--- config.mk ---
export PLATFORM = sky130hd
export DESIGN_NAME = cp0_irq_unit
export DESIGN_NICKNAME = d
export VERILOG_FILES = /design/src/rtl/cp0_irq_unit.sv
export SDC_FILE = /design/constraint.sdc
export NUM_CORES = 1
export LEC_CHECK = 0
export ABC_CLOCK_PERIOD_IN_PS = 1700
export BUFFER_PORTS_ARGS = -buffer_cell sky130_fd_sc_hd__buf_2
export CORE_ASPECT_RATIO = 1.5
export CORE_MARGIN = 2
export CORE_UTILIZATION = 40
export CTS_CLUSTER_DIAMETER = 40
export DETAILED_ROUTE_END_ITERATION = 10
export PLACE_DENSITY = 0.75
export SLEW_MARGIN = 20
export SYNTH_ARGS = -nofsm -noshare
export SYNTH_HDL_FRONTEND = slang
export SYNTH_SLANG_ARGS = --single-unit
--- constraint.sdc ---
create_clock -name clk -period 1.7 [get_ports clk]
set_input_delay 0.17 -clock clk [delete_from_list [all_inputs] [get_ports clk]]
set_output_delay 0.17 -clock clk [all_outputs]
set_load 0.05 [all_outputs]
--- src/rtl/cp0_irq_unit.sv ---
// -----------------------------------------------------------------------------
// cp0_irq_unit
//
// Coprocessor-0 register file and interrupt unit for the 5-stage MIPS pipeline.
// Lives in the MEM stage: holds SR, Cause, EPC and PRId, synchronises the
// hardware interrupt lines, arbitrates them against synchronous exceptions and
// produces the take-exception strobe together with the handler address.
//
// Ports:
//   clk          rising-edge clock
//   reset        asynchronous, active-low reset
//   rd_addr      CP0 read select (mfc0 rd field)
//   rd_data      combinational read data
//   wr_addr      CP0 write select (mtc0 rd field)
//   wr_data      write data
//   wr_en        mtc0 commit
//   eret         eret commit
//   exc_code     pending synchronous ExcCode (0 = none)
//   exc_pc       PC of the attributed instruction
//   exc_bd       attributed instruction sits in a branch delay slot
//   int_ok       a valid attributable instruction is present this cycle
//   hwint        raw asynchronous interrupt lines
//   epc          current EPC (eret forwarding)
//   goto_handler exception/interrupt taken this cycle
//   handler_pc   handler address, valid while goto_handler=1
// -----------------------------------------------------------------------------
module cp0_irq_unit #(
    parameter int unsigned NUM_HWINT   = 6,
    parameter logic [7:0]  EDGE_MASK   = 8'h00,
    parameter int unsigned SYNC_STAGES = 2,
    parameter logic [31:0] EXC_BASE    = 32'h0000_4180,
    parameter bit          VECTORED    = 1'b0,
    parameter int unsigned VEC_SPACING = 32,
    parameter logic [31:0] PRID        = 32'h0000_0000
) (
    input  logic                 clk,
    input  logic                 reset,
    input  logic [4:0]           rd_addr,
    output logic [31:0]          rd_data,
    input  logic [4:0]           wr_addr,
    input  logic [31:0]          wr_data,
    input  logic                 wr_en,
    input  logic                 eret,
    input  logic [4:0]           exc_code,
    input  logic [31:0]          exc_pc,
    input  logic                 exc_bd,
    input  logic                 int_ok,
    input  logic [NUM_HWINT-1:0] hwint,
    output logic [31:0]          epc,
    output logic                 goto_handler,
    output logic [31:0]          handler_pc
);

    localparam logic [4:0] ADDR_SR    = 5'd12;
    localparam logic [4:0] ADDR_CAUSE = 5'd13;
    localparam logic [4:0] ADDR_EPC   = 5'd14;
    localparam logic [4:0] ADDR_PRID  = 5'd15;

    // Synchroniser chain and edge history
    logic [NUM_HWINT-1:0] sync_q [SYNC_STAGES];
    logic [NUM_HWINT-1:0] hist_q;
    logic [NUM_HWINT-1:0] sticky_q, sticky_d;

    // Architectural state
    logic [NUM_HWINT-1:0] im_q, im_d;
    logic                 exl_q, exl_d;
    logic                 ie_q, ie_d;
    logic                 bd_q, bd_d;
    logic [4:0]           code_q, code_d;
    logic [31:0]          epc_q, epc_d;

    // Derived signals
    logic [NUM_HWINT-1:0] synced, edge_det, ip, pend;
    logic                 has_exc, irq_pend, take;
    logic [2:0]           win_idx;
    logic [31:0]          pc_adj;
    logic                 cause_wr;
    logic [1:0]           unused_pc_bits;

    assign synced   = sync_q[SYNC_STAGES-1];
    assign edge_det = synced & ~hist_q;

    // Edge lines expose the freshly detected edge in the same cycle so that the
    // IP bit sees the same SYNC_STAGES latency as a level line.
    always_comb begin
        ip = '0;
        for (int unsigned i = 0; i < NUM_HWINT; i++) begin
            ip[i] = EDGE_MASK[i] ? (sticky_q[i] | edge_det[i]) : synced[i];
        end
    end

    assign pend     = ip & im_q;
    assign has_exc  = |exc_code;
    assign irq_pend = ie_q & ~exl_q & int_ok & (|pend);
    assign take     = reset & (has_exc | irq_pend);

    assign goto_handler = take;
    assign epc          = epc_q;

    // Ascending scan: the last hit is the highest pending line.
    always_comb begin
        win_idx = '0;
        for (int unsigned i = 0; i < NUM_HWINT; i++) begin
            if (pend[i]) begin
                win_idx = 3'(i);
            end
        end
    end

    always_comb begin
        handler_pc = EXC_BASE;
        if (VECTORED && !has_exc) begin
            handler_pc = EXC_BASE + 32'(VEC_SPACING) * (32'(win_idx) + 32'd1);
        end
    end

    assign pc_adj         = exc_bd ? (exc_pc - 32'd4) : exc_pc;
    assign unused_pc_bits = pc_adj[1:0];
    assign cause_wr       = ~take & wr_en & (wr_addr == ADDR_CAUSE);

    // Next state
    always_comb begin
        im_d   = im_q;
        exl_d  = exl_q;
        ie_d   = ie_q;
        bd_d   = bd_q;
        code_d = code_q;
        epc_d  = epc_q;

        // A clearing write loses against a same-cycle edge.
        sticky_d = sticky_q | edge_det;
        for (int unsigned i = 0; i < NUM_HWINT; i++) begin
            if (cause_wr && !wr_data[8+i]) begin
                sticky_d[i] = edge_det[i];
            end
            if (!EDGE_MASK[i]) begin
                sticky_d[i] = 1'b0;
            end
        end

        if (take) begin
            exl_d  = 1'b1;
            bd_d   = exc_bd;
            epc_d  = {pc_adj[31:2], 2'b00};
            code_d = exc_code;
        end else begin
            if (wr_en) begin
                case (wr_addr)
                    ADDR_SR: begin
                        im_d  = wr_data[8 +: NUM_HWINT];
                        exl_d = wr_data[1];
                        ie_d  = wr_data[0];
                    end
                    ADDR_EPC: epc_d = {wr_data[31:2], 2'b00};
                    default: ;
                endcase
            end
            if (eret) begin
                exl_d = 1'b0;
            end
        end
    end

    always_ff @(posedge clk or negedge reset) begin
        if (!reset) begin
            for (int unsigned s = 0; s < SYNC_STAGES; s++) begin
                sync_q[s] <= '0;
            end
            hist_q   <= '0;
            sticky_q <= '0;
            im_q     <= '0;
            exl_q    <= 1'b0;
            ie_q     <= 1'b0;
            bd_q     <= 1'b0;
            code_q   <= '0;
            epc_q    <= '0;
        end else begin
            sync_q[0] <= hwint;
            for (int unsigned s = 1; s < SYNC_STAGES; s++) begin
                sync_q[s] <= sync_q[s-1];
            end
            hist_q   <= synced;
            sticky_q <= sticky_d;
            im_q     <= im_d;
            exl_q    <= exl_d;
            ie_q     <= ie_d;
            bd_q     <= bd_d;
            code_q   <= code_d;
            epc_q    <= epc_d;
        end
    end

    // Register read mux
    always_comb begin
        rd_data = '0;
        case (rd_addr)
            ADDR_SR:    rd_data = {16'h0000, 8'(im_q), 6'b000000, exl_q, ie_q};
            ADDR_CAUSE: rd_data = {bd_q, 15'h0000, 8'(ip), 1'b0, code_q, 2'b00};
            ADDR_EPC:   rd_data = epc_q;
            ADDR_PRID:  rd_data = PRID;
            default:    rd_data = '0;
        endcase
    end

endmodule

==> results.py, run 1 <==
metrics = {
    "layout": {
        "instances_no_fill": 647,
        "multi_input_area_um2": 2100,
        "area_growth_syn_to_layout_pct": 41.8,
        "drive_gt1_share_pct": 48.8,
        "layout.nets": 628,
        "fin_util_pct": 57.6,
        "fill_cells": 778,
        "n_antenna_cell": 0,
        "ff_latch_area_um2": 1400,
    },
    "clocking": {
        "clock-sinks": 56,
        "cts_root_buffer": "clkbuf_16",
        "tritoncts": "yes",
        "htree_levels": 2,
        "path_clk_slew_ps": 70,
        "cts_buffers": 5,
        "clockBufferDepth": 2,
        "clock_latency_ps": 290,
    },
    "yosys": {
        "synth_most_common_cell": "mux2i_1",
        "synth_seq_cells": 56,
        "yosys.area.top_type": "dfrtp_1",
        "syn-instance-count": 350,
        "syn_area_per_cell_um2": 10.1,
        "synthTopCellsByArea": "dfrtp_1, mux2i_1, buf_4",
        "yosys-top-cells-count": "mux2i_1, dfrtp_1, buf_4, nand2_1, xnor2_1",
        "synth-edff-count": 0,
        "ys_seq_area_share_pct": 39.6,
        "ys.flop_type": "dfrtp_1",
        "yosys_warnings": 0,
        "synth_top_area_share_pct": 39.6,
        "ys_async_sr_fraction_pct": 100,
        "ys_types": 42,
        "synth_area_um2": 3540,
    },
    "sta": {
        "worst_hold_slack_ps": 77.9,
        "worstMarginPinSlew_ps": 705,
        "timing_hold_violations_final": 0,
        "layout_min_cycle_time_ps": 1740,
        "setup_ws_ps": -40.5,
        "setup_tns_ps": -114,
        "period_share_pct": 102,
        "skew_ps": 4.53,
        "grt_setup_unrepaired": "yes",
        "setup_violations": 5,
        "fmax_mhz": 575,
        "slew_headroom_pct": 53.0,
        "slew_viol_final": 0,
    },
    "global_route": {
        "antenna_found_initial": 0,
        "grt_pass1_vias": 3244,
        "grt_max_degree": 57,
        "grt_overflow_total": 0,
        "grt_pass1_wl_um": 15600,
        "grt_usage_pct": 21.1,
    },
    "routing": {
        "dr.pass1.iters": 6,
        "drc": 0,
        "vias_per_cell": 4.94,
        "drt_iter0_drc": 147,
        "postRouteAntennaNets": 0,
        "wl_per_cell_um": 15.4,
        "num_vias": 3199,
        "wl_um": 9980,
    },
    "floorplanning": {
        "die_x_um": 80.8,
        "fp-row-count": 42,
        "start_util_pct": 40.6,
        "die_h_um": 119,
        "io_pins": 188,
        "core_um2": 8720,
        "dieArea_um2": 9640,
    },
    "setup_path": {
        "crit_required_ps": 1880,
        "critical_path_class": "reg2reg",
        "crit_fanout": 7,
        "cp-end-kind": "flip-flop",
        "start_kind": "flip-flop",
        "arrival_ps": 1920,
    },
    "placement": {
        "dp_hpwl_um": 7720,
        "gp_congestion": 0.826,
        "placed_cells": 628,
        "portBuffers": 151,
    },
    "status": {
        "status": "finished, violations left",
        "violations": "negative setup slack",
    },
    "min_path": {
        "min_path_type": "in2reg",
    },
    "flow_run": {
        "maxCapViolCount": 0,
    },
    "power": {
        "power_density_nw_per_um2": 767,
        "peakVddDrop_uv": 391,
        "p_leak_nw": 2.63,
    },
}
cells in the final DEF (no fill, tap or decap), drive strengths merged, types with 2 or more instances in the layout:
cell type and count:
a21oi 11, conb 34, and2 20, clkinv 2
nor4 15, xnor2 23, mux2 10, xor2 4
nor3 9, nand2 24, a22o 6, inv 7
nor2 19, nor3b 2, or3 6, dlygate4sd3 7
nor4b 2, clkbuf 21, mux2i 57, or4 2
nand2b 2, nand3b 2, dfrtp 56, nand4 2
o21ai 9, nand3 4, a22oi 3, buf 172
final timing paths:
| path | from | end | slack, ps | cells past startpoint |
|---|---|---|---|---|
| max | im_q[4] | im_q[5] | -40 | 6 |
| max reg2reg | im_q[4] | im_q[5] | -40 | 6 |
| min in group asynchronous | reset | im_q[1] | 120 | 2 |
| min reg2reg | sync_q[6] | ip[0] | 350 | 0 |
| min | eret | exl_q | 80 | 2 |
| max in group asynchronous | reset | epc[20] | 1130 | 2 |
final cells by class:
| cell class | count | area share [%] |
|---|---|---|
| Multi-Input combinational cell | 272 | 41.8 |
| Sequential cell | 56 | 27.9 |
| Timing Repair Buffer | 195 | 24.1 |
| Tap cell | 110 | 2.74 |
| Clock buffer | 5 | 2.49 |
| Inverter | 6 | 0.498 |
| Clock inverter | 3 | 0.449 |
power by group:
part	internal, mW	switching, mW
clock network	0.553	0.491
logic	0.407	0.832
registers	1.47	0.102
total	2.43	1.43
what timing repair did:
action                     in CTS  in global routing
hold buffers                    7                  0
hold endpoints to repair        9                  0
resized for setup              19                 34
pin swaps                       3                  3
setup endpoints to repair      14                 55
setup buffers                   3                  2
worst max-delay path: stages (launching register included):
cell and delay (ps):
dfrtp_1 370, a22oi_2 100, a311oi_4 380, nor3b_1 110
a21oi_2 140, buf_6 170, mux2_2 350
metal layers:
layer  GRT usage (%)  up-vias  part of all wire, %
li1                -     1529                    -
met1            24.1     1533                   36
met2            39.2      125                   56
met3            2.80       12                  6.0
met4            6.67        0                  1.8
met5               0        -                    0
flip-flops by register name, indices dropped and copies added, names as in the netlist:
register and count:
ip 6, bd_q 1, ie_q 1, code_q 5
im_q 6, exl_q 1, sync_q 6, epc 30
through the flow:
step	total power [mW]	area [um2]	worst slack (ps)
global route	4.02	5020	-109
global placement	2.71	4590	-144
floorplan	2.41	3720	-193
detailed placement	2.74	4590	-114
finish	3.85	5020	-40.5
CTS	3.84	4890	-95.6
cell families after synthesis:
family / after synthesis / share of synthesized area, %
other cells: 2 / 0.212
buf+inv: 54 / 9.43
simple gates: 111 / 18.8
mux: 67 / 19.3
fa+ha+maj: 1 / 0.353
flops: 56 / 39.6
compound gates: 32 / 5.72
xor+xnor: 27 / 6.68
(Power assumes the default switching activity.)
==> run 2: changes to the inputs <==
==> constraint.sdc (replaced) <==
create_clock -name clk -period 1.7 [get_ports clk]
set_input_delay 0.34 -clock clk [delete_from_list [all_inputs] [get_ports clk]]
set_output_delay 0.34 -clock clk [all_outputs]
set_load 0.05 [all_outputs]
==> run 2 against run 1 <==
The flow still finishes with violations (negative setup slack); design area grew 14%; clock power barely moved; clock skew up 4.4 ps; count of clock-buffer cells in the layout unchanged; global-route usage increased by 1.4 points; first-iteration DRC count down 6.1%; sequential cell count stayed put; critical path depth decreased by 1.
==> results.py, run 2 (synthesis results as in run 1) <==
metrics = {
    "setup_path": {
        "crit_fanout": 3,
        "reg2reg_setup_slack_ps": -130,
        "critical_path_class": "reg2out",
        "crit_required_ps": 1360,
        "r2r_cells": 7,
        "r2r_start": "im_q[1]",
        "cp-end-kind": "output port",
        "r2r_end": "im_q[4]",
        "arrival_ps": 1530,
        "start_kind": "flip-flop",
    },
    "routing": {
        "wl_um": 11300,
        "wl_per_cell_um": 16.7,
        "drt_iter0_drc": 138,
        "vias_per_cell": 4.99,
        "drc": 0,
        "num_vias": 3384,
        "postRouteAntennaNets": 0,
        "dr.pass1.iters": 4,
    },
    "placement": {
        "dp_hpwl_um": 8110,
        "postPlaceCellArea_um2": 4930,
        "placed_cells": 662,
        "portBuffers": 151,
        "gp_congestion": 0.849,
    },
    "sta": {
        "timing_hold_violations_final": 0,
        "worst_hold_slack_ps": 110,
        "setup_ws_ps": -172,
        "skew_ps": 8.88,
        "setup_violations": 54,
        "period_share_pct": 110,
        "fmax_mhz": 534,
        "grt_setup_unrepaired": "yes",
        "layout_min_cycle_time_ps": 1870,
        "slew_viol_final": 0,
    },
    "clocking": {
        "clock_latency_ps": 300,
        "htree_levels": 2,
        "clock-sinks": 56,
        "cts_buffers": 5,
        "cts_root_buffer": "clkbuf_16",
        "path_clk_slew_ps": 80,
        "ctsHoldBuffers": 0,
        "clockBufferDepth": 2,
        "tritoncts": "yes",
    },
    "layout": {
        "layout_common_cells": "buf_2, buf_4, dfrtp_1, mux2i_1, conb_1",
        "mostFrequentLayoutCell": "buf_2",
        "area_growth_syn_to_layout_pct": 62.0,
        "fin_util_pct": 65.8,
        "layout.nets": 658,
        "postLayoutCellArea_um2": 5740,
        "largest_reg_flops": 30,
        "drive_gt1_share_pct": 55.2,
        "fill_cells": 683,
        "multi_input_area_um2": 2240,
        "ff_latch_area_um2": 1400,
        "instances_no_fill": 678,
    },
    "floorplanning": {
        "fp-row-count": 42,
        "die_x_um": 80.8,
        "die_h_um": 119,
        "core_um2": 8720,
        "io_pins": 188,
        "dieArea_um2": 9640,
        "start_util_pct": 40.6,
    },
    "global_route": {
        "antenna_found_initial": 1,
        "grt_overflow_total": 0,
        "grt_usage_pct": 22.5,
        "grt_pass1_wl_um": 16700,
        "grt_pass1_vias": 3531,
        "grt_max_degree": 36,
    },
    "status": {
        "status": "finished, violations left",
        "violations": "negative setup slack",
    },
    "power": {
        "p_leak_nw": 2.95,
        "peakVddDrop_uv": 422,
        "power_density_nw_per_um2": 696,
        "power_mw": 3.99,
    },
    "min_path": {
        "min_path_type": "in2async",
    },
    "flow_run": {
        "maxCapViolCount": 0,
    },
}
-- run 2: critical path: stages (launching register included) --
cell      delay (ps)
dfrtp_1          400
a22oi_2           90
a311oi_4         410
o21ai_4          100
inv_2             80
buf_8            140
-- run 2: cell type report --
type / count / share of cell area [%]
inverters: 6 / 0.392
diodes: 1 / 0.0436
multi-input cells: 272 / 39.1
clock inverters: 3 / 0.436
clock buffers: 5 / 2.18
well taps: 110 / 2.40
flip-flops and latches: 56 / 24.4
repair buffers: 225 / 31.1
-- run 2: what timing repair did --
action	4_1_cts	5_1_grt
gates cloned	0	2
setup buffers	2	5
pin swaps	14	12
gates resized for setup	129	24
setup endpoints to repair	54	76
hold endpoints to repair	0	0
-- run 2: how the worst max path moves through the flow --
stage | depth (start not counted) | end | startpoint
2_1_floorplan | 5 | rd_data[15] | rd_addr[0]
3_3_place_gp | 6 | epc[21] | exc_pc[18]
3_5_place_dp | 8 | epc[28] | exc_pc[18]
4_1_cts | 5 | goto_handler | ip[4]
5_1_grt | 5 | goto_handler | im_q[4]
6_report | 5 | goto_handler | im_q[1]
-- run 2: report_power, final --
group	total, mW	internal, mW	switching, mW
clock network	1.07	0.558	0.512
logic	1.34	0.477	0.859
registers	1.59	1.47	0.120
-- run 2: layer usage --
layer	GRT usage, %	vias up	part of all wire, %
met5	0	-	0
met4	8.90	0	2.9
met3	2.73	24	4.8
met2	43.5	136	57
met1	23.6	1636	35
li1	-	1588	-
-- run 2: through the flow --
step	TNS, ps	setup slack, ps
after global routing	-9070	-250
after floorplan	-2860	-125
after detailed placement	-11460	-308
after global placement	-10260	-252
after CTS	-3110	-182
final	-5320	-172
==> run 3: changes to the inputs <==
==> constraint.sdc (replaced) <==
create_clock -name clk -period 1.7 [get_ports clk]
set_input_delay 0 -clock clk [delete_from_list [all_inputs] [get_ports clk]]
set_output_delay 0 -clock clk [all_outputs]
set_load 0.05 [all_outputs]
==> run 3 against run 2 <==
The run ends with negative hold slack, negative setup slack left; worst setup slack improved by 160 ps; via count fell by 2.0%; critical endpoint is now im_q[4]; worst hold slack got worse by 110 ps; critical path type is now reg2reg; highest routed layer unchanged; largest cell class unchanged.
==> results.py, run 3 (synthesis results as in run 1) <==
metrics = {
    "status": {
        "status": "finished, violations left",
        "violations": "negative hold slack, negative setup slack",
    },
    "setup_path": {
        "path_buf_inv": 1,
        "cp-end-kind": "flip-flop",
        "crit_end": "im_q[4]",
        "r2r_start": "im_q[5]",
        "reg2reg_setup_slack_ps": -10,
        "crit_fanout": 7,
        "critical_path_class": "reg2reg",
        "r2r_cells": 6,
        "crit_family": "compound AO/OA/AOI/OAI gates",
        "r2r_end": "im_q[4]",
        "cp_num_cells": 6,
        "start_kind": "flip-flop",
        "arrival_ps": 1900,
        "crit_path_start": "im_q[5]",
        "crit_chain": "a22oi_2 -> a311oi_4 -> nor3b_2 -> a21oi_2 -> buf_6 -> mux2_4",
        "critPathMaxStageDelay_ps": 400,
        "cp_slowest_cell": "dfrtp_1",
        "crit_required_ps": 1880,
    },
    "routing": {
        "postRouteAntennaNets": 0,
        "wl_per_cell_um": 16.1,
        "drt_iter0_drc": 146,
        "num_vias": 3317,
        "drc": 0,
        "dr.pass1.iters": 4,
        "vias_per_cell": 5.02,
        "wl_um": 10600,
    },
    "layout": {
        "largest_reg_flops": 30,
        "layout_common_cells": "buf_2, mux2i_1, dfrtp_1, conb_1, dlygate4sd3_1",
        "n_antenna_cell": 0,
        "drive_gt1_share_pct": 39.9,
        "layout.nets": 642,
        "mostFrequentLayoutCell": "buf_2",
        "instances_no_fill": 661,
        "fill_cells": 772,
        "area_growth_syn_to_layout_pct": 44.0,
    },
    "floorplanning": {
        "io_pins": 188,
        "core_um2": 8720,
        "die_h_um": 119,
        "die_x_um": 80.8,
        "start_util_pct": 40.6,
        "dieArea_um2": 9640,
        "fp-row-count": 42,
    },
    "clocking": {
        "clock_latency_ps": 300,
        "htree_levels": 2,
        "tritoncts": "yes",
        "clock-sinks": 56,
        "cts_buffers": 5,
        "clockBufferDepth": 2,
        "path_clk_slew_ps": 80,
        "cts_root_buffer": "clkbuf_16",
    },
    "sta": {
        "layout_min_cycle_time_ps": 1710,
        "grt_setup_unrepaired": "yes",
        "timing_hold_violations_final": 2,
        "period_share_pct": 101,
        "setup_violations": 7,
        "fmax_mhz": 584,
        "skew_ps": 9.38,
        "worst_hold_slack_ps": -3.13,
        "slew_viol_final": 0,
        "setup_ws_ps": -13.3,
    },
    "flow_run": {
        "maxCapViolCount": 0,
    },
    "global_route": {
        "grt_usage_pct": 21.4,
        "grt_pass1_wl_um": 15800,
        "grt_max_degree": 36,
        "antenna_found_initial": 0,
        "grt_pass1_vias": 3401,
        "grt_overflow_total": 0,
    },
    "placement": {
        "placed_cells": 616,
        "dp_hpwl_um": 7650,
        "portBuffers": 151,
        "gp_congestion": 0.849,
    },
    "power": {
        "p_leak_nw": 2.69,
        "power_mw": 3.89,
        "peakVddDrop_uv": 433,
        "power_density_nw_per_um2": 762,
    },
    "min_path": {
        "min_path_type": "in2reg",
        "min_path_cells": 3,
    },
}
## run 3: cell count changes in the layout (fill, tap and decap cells not counted), sizes merged
cell | before | now
buf | 223 | 178
clkinv | 0 | 1
dlygate4sd3 | 0 | 30
diode | 1 | 0
inv | 8 | 6
## run 3: how the worst min path moves through the flow
stage                            from       to  slack, ps
final                      exc_pc[31]  epc[31]         -3
after global placement          reset    exl_q         80
after detailed placement        reset  epc[31]        110
after global routing      wr_data[18]  epc[18]         20
after floorplan                 reset     bd_q       -300
after CTS                 wr_data[18]  epc[18]        0.4
## run 3: power by group
part           switching, mW  internal (mW)
Clock                  0.492          0.551
Combinational          0.839          0.434
Sequential             0.102           1.47
## run 3: per-layer routing
layer	vias up	global-route usage (%)	share of wire (%)
li1	1559	-	-
met1	1583	23.0	37
met2	142	39.8	54
met3	33	2.42	4.5
met4	0	10.6	4.0
met5	-	0	0
## run 3: cell type report
type	count	area, um2	area share [%]
Clock buffer	6	129	2.53
Sequential cell	56	1400	27.5
Clock inverter	2	16.3	0.319
Tap cell	110	138	2.70
Inverter	6	25.0	0.491
Multi-Input combinational cell	272	2050	40.1
Timing Repair Buffer	209	1350	26.4
## run 3: worst reg2reg max path: cells and delay by family (launching register included)
family | cells | cell delay [ps]
and+or+nand+nor | 1 | 90
DFF | 1 | 400
muxes | 1 | 310
AOI/OAI and AO/OA | 3 | 630
buffers and inverters | 1 | 170
## run 3: per-stage QoR
| step | util (%) | hold slack (ps) | instance area, um2 | setup WS (ps) | setup TNS (ps) |
|---|---|---|---|---|---|
| floorplan | - | -296 | 3660 | 71.6 | 0 |
| global placement | 51.1 | 83.6 | 4460 | 11.2 | 0 |
| detailed placement | 51.1 | 111 | 4460 | -21.9 | -22.7 |
| CTS | 56.6 | 0.414 | 4940 | -49.3 | -134 |
| global route | 58.5 | 15.8 | 5100 | -63.1 | -681 |
| finish | 58.5 | -3.13 | 5100 | -13.3 | -63.7 |
## run 3: repair_timing
action | CTS | global route
gates resized for setup | 4 | 26
setup buffers | 2 | 5
pin swaps | 0 | 5
setup endpoints to repair | 9 | 42
hold buffers | 30 | 0
endpoints found under the hold margin | 85 | 0
cloned | 0 | 1
